## config.mk

```make
export PLATFORM = sky130hd
export DESIGN_NAME = uart_receive
export DESIGN_NICKNAME = d
export VERILOG_FILES = /design/src/rtl/uart_pkg.sv /design/src/rtl/uart_receive_sync2.sv /design/src/rtl/uart_receive.sv
export SDC_FILE = /design/constraint.sdc
export NUM_CORES = 1
export LEC_CHECK = 0
export ABC_AREA = 0
export BUFFER_PORTS_ARGS = -buffer_cell sky130_fd_sc_hd__buf_2
export CORE_MARGIN = 2
export CORE_UTILIZATION = 45
export DETAILED_ROUTE_END_ITERATION = 12
export GPL_ROUTABILITY_DRIVEN = 1
export HOLD_SLACK_MARGIN = 0.15
export PLACE_DENSITY = 0.74
export RECOVER_POWER = 100
export SYNTH_ARGS = -nofsm -noshare
export SYNTH_HDL_FRONTEND = slang
export SYNTH_HIERARCHICAL = 1
export SYNTH_SLANG_ARGS = --single-unit
```

## constraint.sdc

```tcl
create_clock -name i_clk -period 2.16 [get_ports i_clk]
set_clock_uncertainty 0.15 [all_clocks]
set_input_delay 0.324 -clock i_clk [delete_from_list [all_inputs] [get_ports i_clk]]
set_output_delay 0.324 -clock i_clk [all_outputs]
set_load 0.05 [all_outputs]
```

## src/rtl/uart_pkg.sv

```systemverilog
// Shared UART definitions: default link parameters, receiver FSM states and a
// width helper. uart_transmit uses the same defaults, so both ends of the link
// agree on the baud rate and the frame width.
package uart_pkg;

    // 50 MHz system clock, 115200 baud, 8N1
    localparam int unsigned UART_DATA_BITS    = 8;
    localparam int unsigned UART_CLKS_PER_BIT = 434;

    typedef enum logic [2:0] {
        ST_IDLE,
        ST_START,
        ST_DATA,
        ST_STOP,
        ST_WAIT_HIGH
    } uart_rx_state_e;

    // Bits needed to hold values 0..value-1, never less than one bit
    function automatic int unsigned clog2(input int unsigned value);
        int unsigned width;
        width = 0;
        for (int unsigned span = 1; span < value; span = span * 2) begin
            width = width + 1;
        end
        return (width == 0) ? 1 : width;
    endfunction

endpackage

```

## src/rtl/uart_receive_sync2.sv

```systemverilog
// Two-flop synchronizer for a single asynchronous input. The reset value is
// a parameter so that idle-high lines (UART RX) and idle-low lines (buttons,
// switches) both come out of reset in their inactive state.
module sync2 #(
    parameter logic RST_VAL = 1'b1
) (
    input  logic clk_i,
    input  logic rst_i,
    input  logic d_i,
    output logic q_o
);

    logic [1:0] sync_q;

    // Shift the raw input through two flops; bit 1 is the settled copy
    always_ff @(posedge clk_i) begin
        if (rst_i) begin
            sync_q <= {2{RST_VAL}};
        end else begin
            sync_q <= {sync_q[0], d_i};
        end
    end

    assign q_o = sync_q[1];

endmodule

```

## src/rtl/uart_receive.sv

```systemverilog
// UART receiver: LSB-first frames with one start and one stop bit, idle
// high. The line is synchronized, each start edge is re-checked half a bit
// later, and data and stop bits are then sampled at their bit centres. A good
// frame updates rx_data and pulses o_valid; a low stop bit pulses o_frame_err
// and waits for the line to go high before looking for another start edge.
module uart_receive
    import uart_pkg::*;
#(
    parameter int unsigned DATA_BITS    = UART_DATA_BITS,
    parameter int unsigned CLKS_PER_BIT = UART_CLKS_PER_BIT
) (
    input  logic                 i_clk,
    input  logic                 i_rst,
    input  logic                 rx,
    output logic [DATA_BITS-1:0] rx_data,
    output logic                 o_valid,
    output logic                 o_frame_err,
    output logic                 o_busy
);

    localparam int unsigned HALF  = (CLKS_PER_BIT - 1) / 2;
    localparam int unsigned CNT_W = clog2(CLKS_PER_BIT);
    localparam int unsigned IDX_W = clog2(DATA_BITS + 1);

    localparam logic [CNT_W-1:0] HALF_CNT = CNT_W'(HALF);
    localparam logic [CNT_W-1:0] LAST_CNT = CNT_W'(CLKS_PER_BIT - 1);
    localparam logic [IDX_W-1:0] LAST_IDX = IDX_W'(DATA_BITS - 1);

    logic rx_s;

    uart_rx_state_e         state_q, state_d;
    logic [CNT_W-1:0]       cnt_q, cnt_d;
    logic [IDX_W-1:0]       idx_q, idx_d;
    logic [DATA_BITS-1:0]   shift_q, shift_d;
    logic [DATA_BITS-1:0]   data_q, data_d;
    logic                   valid_q, valid_d;
    logic                   ferr_q, ferr_d;

    // Shift register extended by the incoming bit; dropping bit 0 gives the
    // LSB-first shift and stays legal when DATA_BITS is 1
    logic [DATA_BITS:0]     shift_ext;

    sync2 #(
        .RST_VAL(1'b1)
    ) u_rx_sync (
        .clk_i (i_clk),
        .rst_i (i_rst),
        .d_i   (rx),
        .q_o   (rx_s)
    );

    assign shift_ext = {rx_s, shift_q};

    // State and datapath registers
    always_ff @(posedge i_clk) begin
        if (i_rst) begin
            state_q <= ST_IDLE;
            cnt_q   <= '0;
            idx_q   <= '0;
            shift_q <= '0;
            data_q  <= '0;
            valid_q <= 1'b0;
            ferr_q  <= 1'b0;
        end else begin
            state_q <= state_d;
            cnt_q   <= cnt_d;
            idx_q   <= idx_d;
            shift_q <= shift_d;
            data_q  <= data_d;
            valid_q <= valid_d;
            ferr_q  <= ferr_d;
        end
    end

    // Frame sequencing: start qualification, bit-centre sampling, stop check
    always_comb begin
        state_d = state_q;
        cnt_d   = cnt_q;
        idx_d   = idx_q;
        shift_d = shift_q;
        data_d  = data_q;
        valid_d = 1'b0;
        ferr_d  = 1'b0;

        case (state_q)
            ST_IDLE: begin
                if (!rx_s) begin
                    state_d = ST_START;
                    cnt_d   = '0;
                end
            end

            ST_START: begin
                if (cnt_q == HALF_CNT) begin
                    cnt_d = '0;
                    if (!rx_s) begin
                        state_d = ST_DATA;
                        idx_d   = '0;
                    end else begin
                        // Line went back high before mid-bit: treat as noise
                        state_d = ST_IDLE;
                    end
                end else begin
                    cnt_d = cnt_q + 1'b1;
                end
            end

            ST_DATA: begin
                if (cnt_q == LAST_CNT) begin
                    cnt_d   = '0;
                    shift_d = shift_ext[DATA_BITS:1];
                    if (idx_q == LAST_IDX) begin
                        state_d = ST_STOP;
                        idx_d   = '0;
                    end else begin
                        idx_d = idx_q + 1'b1;
                    end
                end else begin
                    cnt_d = cnt_q + 1'b1;
                end
            end

            ST_STOP: begin
                if (cnt_q == LAST_CNT) begin
                    cnt_d = '0;
                    if (rx_s) begin
                        // Back to IDLE straight away so a start edge half a
                        // bit later is still caught
                        data_d  = shift_q;
                        valid_d = 1'b1;
                        state_d = ST_IDLE;
                    end else begin
                        ferr_d  = 1'b1;
                        state_d = ST_WAIT_HIGH;
                    end
                end else begin
                    cnt_d = cnt_q + 1'b1;
                end
            end

            ST_WAIT_HIGH: begin
                // A held-low line (break) must not be read as further frames
                if (rx_s) begin
                    state_d = ST_IDLE;
                end
            end

            default: begin
                state_d = ST_IDLE;
            end
        endcase
    end

    assign rx_data     = data_q;
    assign o_valid     = valid_q;
    assign o_frame_err = ferr_q;
    assign o_busy      = (state_q != ST_IDLE);

endmodule

```

==> results.json, run 1 <==
{
  "seqPwrFrac": 0.454,
  "grt_pass1_vias": 1415,
  "clock-sinks": 36,
  "relSlewSlack": 0.6074,
  "p_leak_nw": 0.7178,
  "yosys_warnings": 6,
  "synth_cell_types": 50,
  "drc": 0,
  "final_cell_mix": "dfxtp_1, nor2_1, mux2i_1",
  "grt_max_degree": 21,
  "switchingPower_w": 0.0005027,
  "total_power_w": 0.001573,
  "die_w_um": 65.88,
  "vias": 1504,
  "ys_seq_elements": 36,
  "crit_path_start_kind": "register",
  "worstMarginPinSlew_ns": 0.5914,
  "fin_crit_ns": 2.109,
  "final_cells": 266,
  "h-tree-depth": 2,
  "drt_wl_total_mm": 3.612,
  "track_usage": 0.1883,
  "synth_nets": 197,
  "hold_path_depth": 1,
  "slew_violations": 0,
  "crit_required_ns": 2.20,
  "ant_nets": 0,
  "design_area_mm2": 0.002028,
  "rrSetupSlack_ns": 0.05,
  "crit_path_end_kind": "register",
  "peakVddDrop_mv": 0.5516,
  "synth_ff_type": "dfxtp_1",
  "setup_viol": 0,
  "p_int_w": 0.001070,
  "yosysSeqAreaShare": 0.4183,
  "pin_count": 14,
  "worstHoldPathType": "reg2reg",
  "fin_crit_sh": 0.9762,
  "placed_area_mm2": 0.001934,
  "critical_path_class": "reg2reg",
  "antennaDiodeCount": 0,
  "dp_cells": 256,
  "synthCells": 190,
  "crit_path_top_delay_cell": "or4b_4",
  "syn_area_mm2": 0.001723,
  "rsz0062_at_grt": "yes",
  "maxCapViolCount": 0,
  "die_y_um": 65.88,
  "reg2reg_from": "cnt_q[0]$_SDFFE_PP0P_",
  "path_clk_slew_ns": 0.07,
  "cp_max_fo": 7,
  "fin_setup_tns_ns": 0,
  "overflow": 0,
  "rr_worst_depth": 6,
  "ctsRootBufferMaster": "clkbuf_8",
  "clockBufferDepth": 2,
  "cp_cell_sequence": "inv_1, ha_1, or4b_4, o311a_4, or3_4, o41ai_2",
  "p_clk_frac": 0.306,
  "hold_viol": 0,
  "synth_edf_count": 0,
  "insertion_delay_ns": 0.29,
  "vias_per_cell": 5.654,
  "endpoint": "state_q[2]$_SDFFE_PP0P_",
  "port_buffers": 13,
  "layout_commonest_cell": "dfxtp_1",
  "n_fill_cell": 339,
  "die_area_mm2": 0.004340,
  "fp-row-count": 22,
  "worst_r2r_endpoint": "state_q[2]$_SDFFE_PP0P_",
  "tritoncts": "yes",
  "power_density_mw_per_mm2": 775.5,
  "fin_nets": 224,
  "combPwrFrac": 0.240,
  "drive_gt1_frac": 0.1743,
  "numCtsBuffers": 5,
  "dp_slack_ns": -0.007720,
  "fin_ws_ns": 0.05148,
  "drtPass1Iterations": 4,
  "synth.avg_cell_area_um2": 9.068,
  "max_stage_delay_ns": 0.45,
  "crit_start": "cnt_q[0]$_SDFFE_PP0P_",
  "gp_congestion": 0.7803,
  "outcome": "completed",
  "wl_per_cell_um": 13.58,
  "power.share.switching": 0.3196,
  "initial_core_util": 0.4706,
  "dp_hpwl_mm": 2.459,
  "cp.arrival_ns": 2.15,
  "syn2layout_area_growth_pct": 17.72,
  "async_flop_share": 0,
  "core-area_mm2": 0.003661,
  "first_iter_violations": 109,
  "max_freq_ghz": 0.4743,
  "antenna_found_initial": 0,
  "grt_pass1_wl_mm": 6.341
}
-- power groups by stage --
stage / Combinational (W) / Clock [W] / Sequential, W
floorplan: 0.000243 / 0 / 0.000725
global placement: 0.000333 / 0 / 0.000726
detailed placement: 0.000338 / 0 / 0.000728
CTS: 0.000368 / 0.000496 / 0.000713
global route: 0.000408 / 0.000527 / 0.000717
finish: 0.000377 / 0.000482 / 0.000714
-- worst min-delay path by stage --
stage	from	end	slack, ns
6_report	u_rx_sync/sync_q[0]$_SDFF_PP1_	u_rx_sync/sync_q[1]$_SDFF_PP1_	0.27
5_1_grt	u_rx_sync/sync_q[0]$_SDFF_PP1_	u_rx_sync/sync_q[1]$_SDFF_PP1_	0.30
4_1_cts	u_rx_sync/sync_q[0]$_SDFF_PP1_	u_rx_sync/sync_q[1]$_SDFF_PP1_	0.27
3_5_place_dp	u_rx_sync/sync_q[0]$_SDFF_PP1_	u_rx_sync/sync_q[1]$_SDFF_PP1_	0.25
3_3_place_gp	u_rx_sync/sync_q[0]$_SDFF_PP1_	u_rx_sync/sync_q[1]$_SDFF_PP1_	0.25
2_1_floorplan	u_rx_sync/sync_q[0]$_SDFF_PP1_	u_rx_sync/sync_q[1]$_SDFF_PP1_	0.23
-- through the flow --
| stage | util | hold slack [ns] |
|---|---|---|
| after floorplan | - | 0.2332 |
| after global routing | 0.5540 | 0.2993 |
| final | 0.5540 | 0.2710 |
| after detailed placement | 0.5284 | 0.2453 |
| after global placement | 0.5284 | 0.2475 |
| after CTS | 0.5595 | 0.2744 |
-- kinds of logic (layout without fill, tap and decap cells) --
kind of cell    after synthesis  in the layout  share of synthesized area
simple gates                 75             75                     0.2368
compound gates               39             39                     0.1641
flops                        36             36                     0.4183
mux                          19             19                     0.1111
buf+inv                      16             44                    0.03558
fa+ha+maj                     4              4                    0.02905
xor+xnor                      1              1                   0.005084
-- critical path, delay by kind of cell (launching register included) --
family | cells | cell delay, ns
adders and majority gates | 1 | 0.14
and+or+nand+nor | 2 | 0.80
DFF | 1 | 0.32
buffers and inverters | 1 | 0.06
AOI/OAI and AO/OA | 2 | 0.54
-- what timing repair did --
item | in CTS | in global routing
gates resized for setup | 3 | 4
endpoints found under the hold margin | 1 | 0
setup buffers | 1 | 0
gates cloned | 0 | 0
pin swaps | 3 | 1
hold buffers | 1 | 0
endpoints found under the setup margin | 3 | 13
-- metal layers --
metal | global-route usage | wire (µm)
met4 | 0.06250 | 30
met2 | 0.3119 | 1692
met1 | 0.2384 | 1752
met5 | 0 | 0
met3 | 0.04600 | 136
-- cell usage after synthesis, types with 2 or more instances --
cell type	instances	area share
dfxtp_1	36	0.42
nor2_1	23	0.050
mux2i_1	18	0.10
nand2_1	16	0.035
a21oi_1	10	0.029
clkbuf_1	8	0.017
inv_1	6	0.013
nor3_1	6	0.017
o22ai_1	5	0.018
ha_1	4	0.029
nand3_1	4	0.012
nor2b_1	4	0.015
nor4_1	4	0.015
o21ai_0	4	0.012
a211oi_1	2	0.0087
and2_1	2	0.0073
o311ai_0	2	0.010
o31a_1	2	0.010
o31ai_1	2	0.0087
or2_1	2	0.0073
-- cell type report --
cell class | count | area (µm²) | area share
clock buffers | 5 | 68.82 | 0.03393
repair buffers | 30 | 176.4 | 0.08698
multi-input cells | 138 | 954.7 | 0.4707
well taps | 48 | 60.06 | 0.02961
flip-flops and latches | 36 | 721.9 | 0.3560
inverters | 6 | 22.52 | 0.01110
clock inverters | 3 | 23.77 | 0.01172
-- state kept, by name (all words and copies together), names as in the netlist --
name              count
cnt_q                 9
state_q               3
o_valid               1
o_frame_err           1
u_rx_sync/sync_q      2
idx_q                 4
shift_q               8
rx_data               8
Power figures use the tool's default switching activity.
==> run 2: changes to the inputs <==
--- a/config.mk
+++ b/config.mk
@@ -12,7 +12,7 @@
 export DETAILED_ROUTE_END_ITERATION = 12
 export GPL_ROUTABILITY_DRIVEN = 1
 export HOLD_SLACK_MARGIN = 0.15
-export PLACE_DENSITY = 0.74
+export PLACE_DENSITY = 0.71
 export RECOVER_POWER = 100
 export SYNTH_ARGS = -nofsm -noshare
 export SYNTH_HDL_FRONTEND = slang
==> run 2 against run 1 <==
  * First-iteration DRC count increased by 3.7%
  * Power increased by 6.6%
  * Clock-buffer cell count unchanged
  * Non-clock buffer count decreased by 3
  * Sequential power about the same
  * Critical path type unchanged
  * Critical endpoint unchanged
  * Largest power group unchanged
==> results.json, run 2 (same netlist as run 1, synthesis figures left out) <==
{
  "h-tree-depth": 2,
  "final_cell_mix": "dfxtp_1, nor2_1, mux2i_1",
  "worst-path-buf-inv": 1,
  "crit_required_ns": 2.21,
  "largest_reg_flops": 9,
  "track_usage": 0.1899,
  "setup_viol": 0,
  "wl_per_cell_um": 13.28,
  "cp_cell_sequence": "inv_2, ha_4, or4b_4, o311a_4, or3_4, o41ai_2",
  "antenna_found_initial": 0,
  "p_leak_nw": 0.7279,
  "fin_crit_sh": 0.9647,
  "ant_nets": 0,
  "vias": 1429,
  "die_y_um": 65.88,
  "syn2layout_area_growth_pct": 20.04,
  "outcome": "completed",
  "port_buffers": 13,
  "grt_pass1_wl_mm": 6.203,
  "insertion_delay_ns": 0.29,
  "fp-row-count": 22,
  "drc": 0,
  "cp.arrival_ns": 2.13,
  "initial_core_util": 0.4706,
  "antennaDiodeCount": 0,
  "fin_nets": 221,
  "max_freq_ghz": 0.4799,
  "die_w_um": 65.88,
  "reg2reg_from": "cnt_q[1]$_SDFFE_PP0P_",
  "hold_end": "cnt_q[8]$_SDFFE_PP0P_",
  "critical_path_class": "reg2reg",
  "worstMarginPinSlew_ns": 0.5951,
  "cp_max_fo": 6,
  "core-area_mm2": 0.003661,
  "first_iter_violations": 113,
  "numCtsBuffers": 5,
  "crit_path_start_kind": "register",
  "dp_hpwl_mm": 2.411,
  "p_clk_frac": 0.347,
  "post_cts_buffers": 0,
  "layout_commonest_cell": "dfxtp_1",
  "grt_pass1_vias": 1433,
  "vias_per_cell": 5.433,
  "max_stage_delay_ns": 0.45,
  "relSlewSlack": 0.6050,
  "switchingPower_w": 0.0004964,
  "peakVddDrop_mv": 0.5375,
  "ctsRootBufferMaster": "clkbuf_8",
  "cp_top_family": "simple AND/OR/NAND/NOR gates",
  "clockBufferDepth": 2,
  "power_density_mw_per_mm2": 811.0,
  "path_clk_slew_ns": 0.07,
  "rsz0062_at_grt": "yes",
  "worstHoldPathType": "in2reg",
  "gp_congestion": 0.8119,
  "slew_violations": 0,
  "tritoncts": "yes",
  "dp_slack_ns": 0.005491,
  "p_int_w": 0.001181,
  "grt_max_degree": 24,
  "maxCapViolCount": 0,
  "power.share.switching": 0.2959,
  "min_from": "i_rst",
  "clock-sinks": 36,
  "die_area_mm2": 0.004340,
  "crit_start": "cnt_q[1]$_SDFFE_PP0P_",
  "fin_setup_tns_ns": 0,
  "rrSetupSlack_ns": 0.08,
  "drive_gt1_frac": 0.1860,
  "crit_path_end_kind": "register",
  "fin_ws_ns": 0.07631,
  "fin_crit_ns": 2.084,
  "crit_path_top_delay_cell": "or4b_4",
  "seqPwrFrac": 0.426,
  "hold_viol": 0,
  "drt_wl_total_mm": 3.493,
  "rr_worst_depth": 6,
  "hold_path_depth": 2,
  "top_register": "cnt_q",
  "worst_r2r_endpoint": "state_q[2]$_SDFFE_PP0P_",
  "overflow": 0,
  "combPwrFrac": 0.228,
  "pin_count": 14,
  "drtPass1Iterations": 4
}
run 2: per-layer routing:
metal  wire (µm)  GRT usage  vias to the layer above
met5           0          0                        -
li1            -          -                      737
met1        1687     0.2230                      658
met2        1602     0.3169                       26
met3         131    0.05281                        8
met4          70    0.09115                        0
run 2: per-stage QoR:
step	instance area, µm²	std cells	hold WS [ns]	util	total power (W)
2_1_floorplan	1723	190	0.2332	-	0.0009679
3_3_place_gp	1907	254	0.2472	0.5208	0.001061
3_5_place_dp	1907	254	0.2557	0.5208	0.001062
4_1_cts	2037	263	0.2537	0.5564	0.001664
5_1_grt	2068	263	0.2809	0.5649	0.001771
6_report	2068	263	0.2642	0.5649	0.001677
run 2: power groups by stage:
stage | clock network, W | logic [W] | registers, W
after global placement | 0 | 0.000334 | 0.000727
final | 0.000581 | 0.000382 | 0.000714
after global routing | 0.000629 | 0.000425 | 0.000718
after detailed placement | 0 | 0.000336 | 0.000726
after CTS | 0.000601 | 0.000352 | 0.000711
after floorplan | 0 | 0.000243 | 0.000725
run 2: layout make-up:
type / count / area [µm²]
multi-input cells: 138 / 984.7
fillers: 326 / 1593
well taps: 48 / 60.06
flip-flops and latches: 36 / 721.9
clock inverters: 3 / 42.54
inverters: 6 / 22.52
clock buffers: 5 / 68.82
repair buffers: 27 / 167.7
run 2: timing repair:
| item | CTS | global route |
|---|---|---|
| endpoints found under the hold margin | 1 | 0 |
| endpoints found under the setup margin | 1 | 17 |
| hold buffers | 1 | 0 |
| gates resized for setup | 2 | 14 |
| pin swaps | 3 | 2 |
run 2: how the worst max path moves through the flow:
| stage | cells past startpoint | slack (ns) | endpoint |
|---|---|---|---|
| 2_1_floorplan | 6 | 0.03 | state_q[1]$_SDFFE_PP0P_ |
| 3_3_place_gp | 6 | 0.04 | state_q[1]$_SDFFE_PP0P_ |
| 3_5_place_dp | 6 | 0.005 | state_q[1]$_SDFFE_PP0P_ |
| 4_1_cts | 7 | -0.005 | idx_q[1]$_SDFFE_PP0P_ |
| 5_1_grt | 7 | -0.004 | idx_q[3]$_SDFFE_PP0P_ |
| 6_report | 6 | 0.08 | state_q[2]$_SDFFE_PP0P_ |
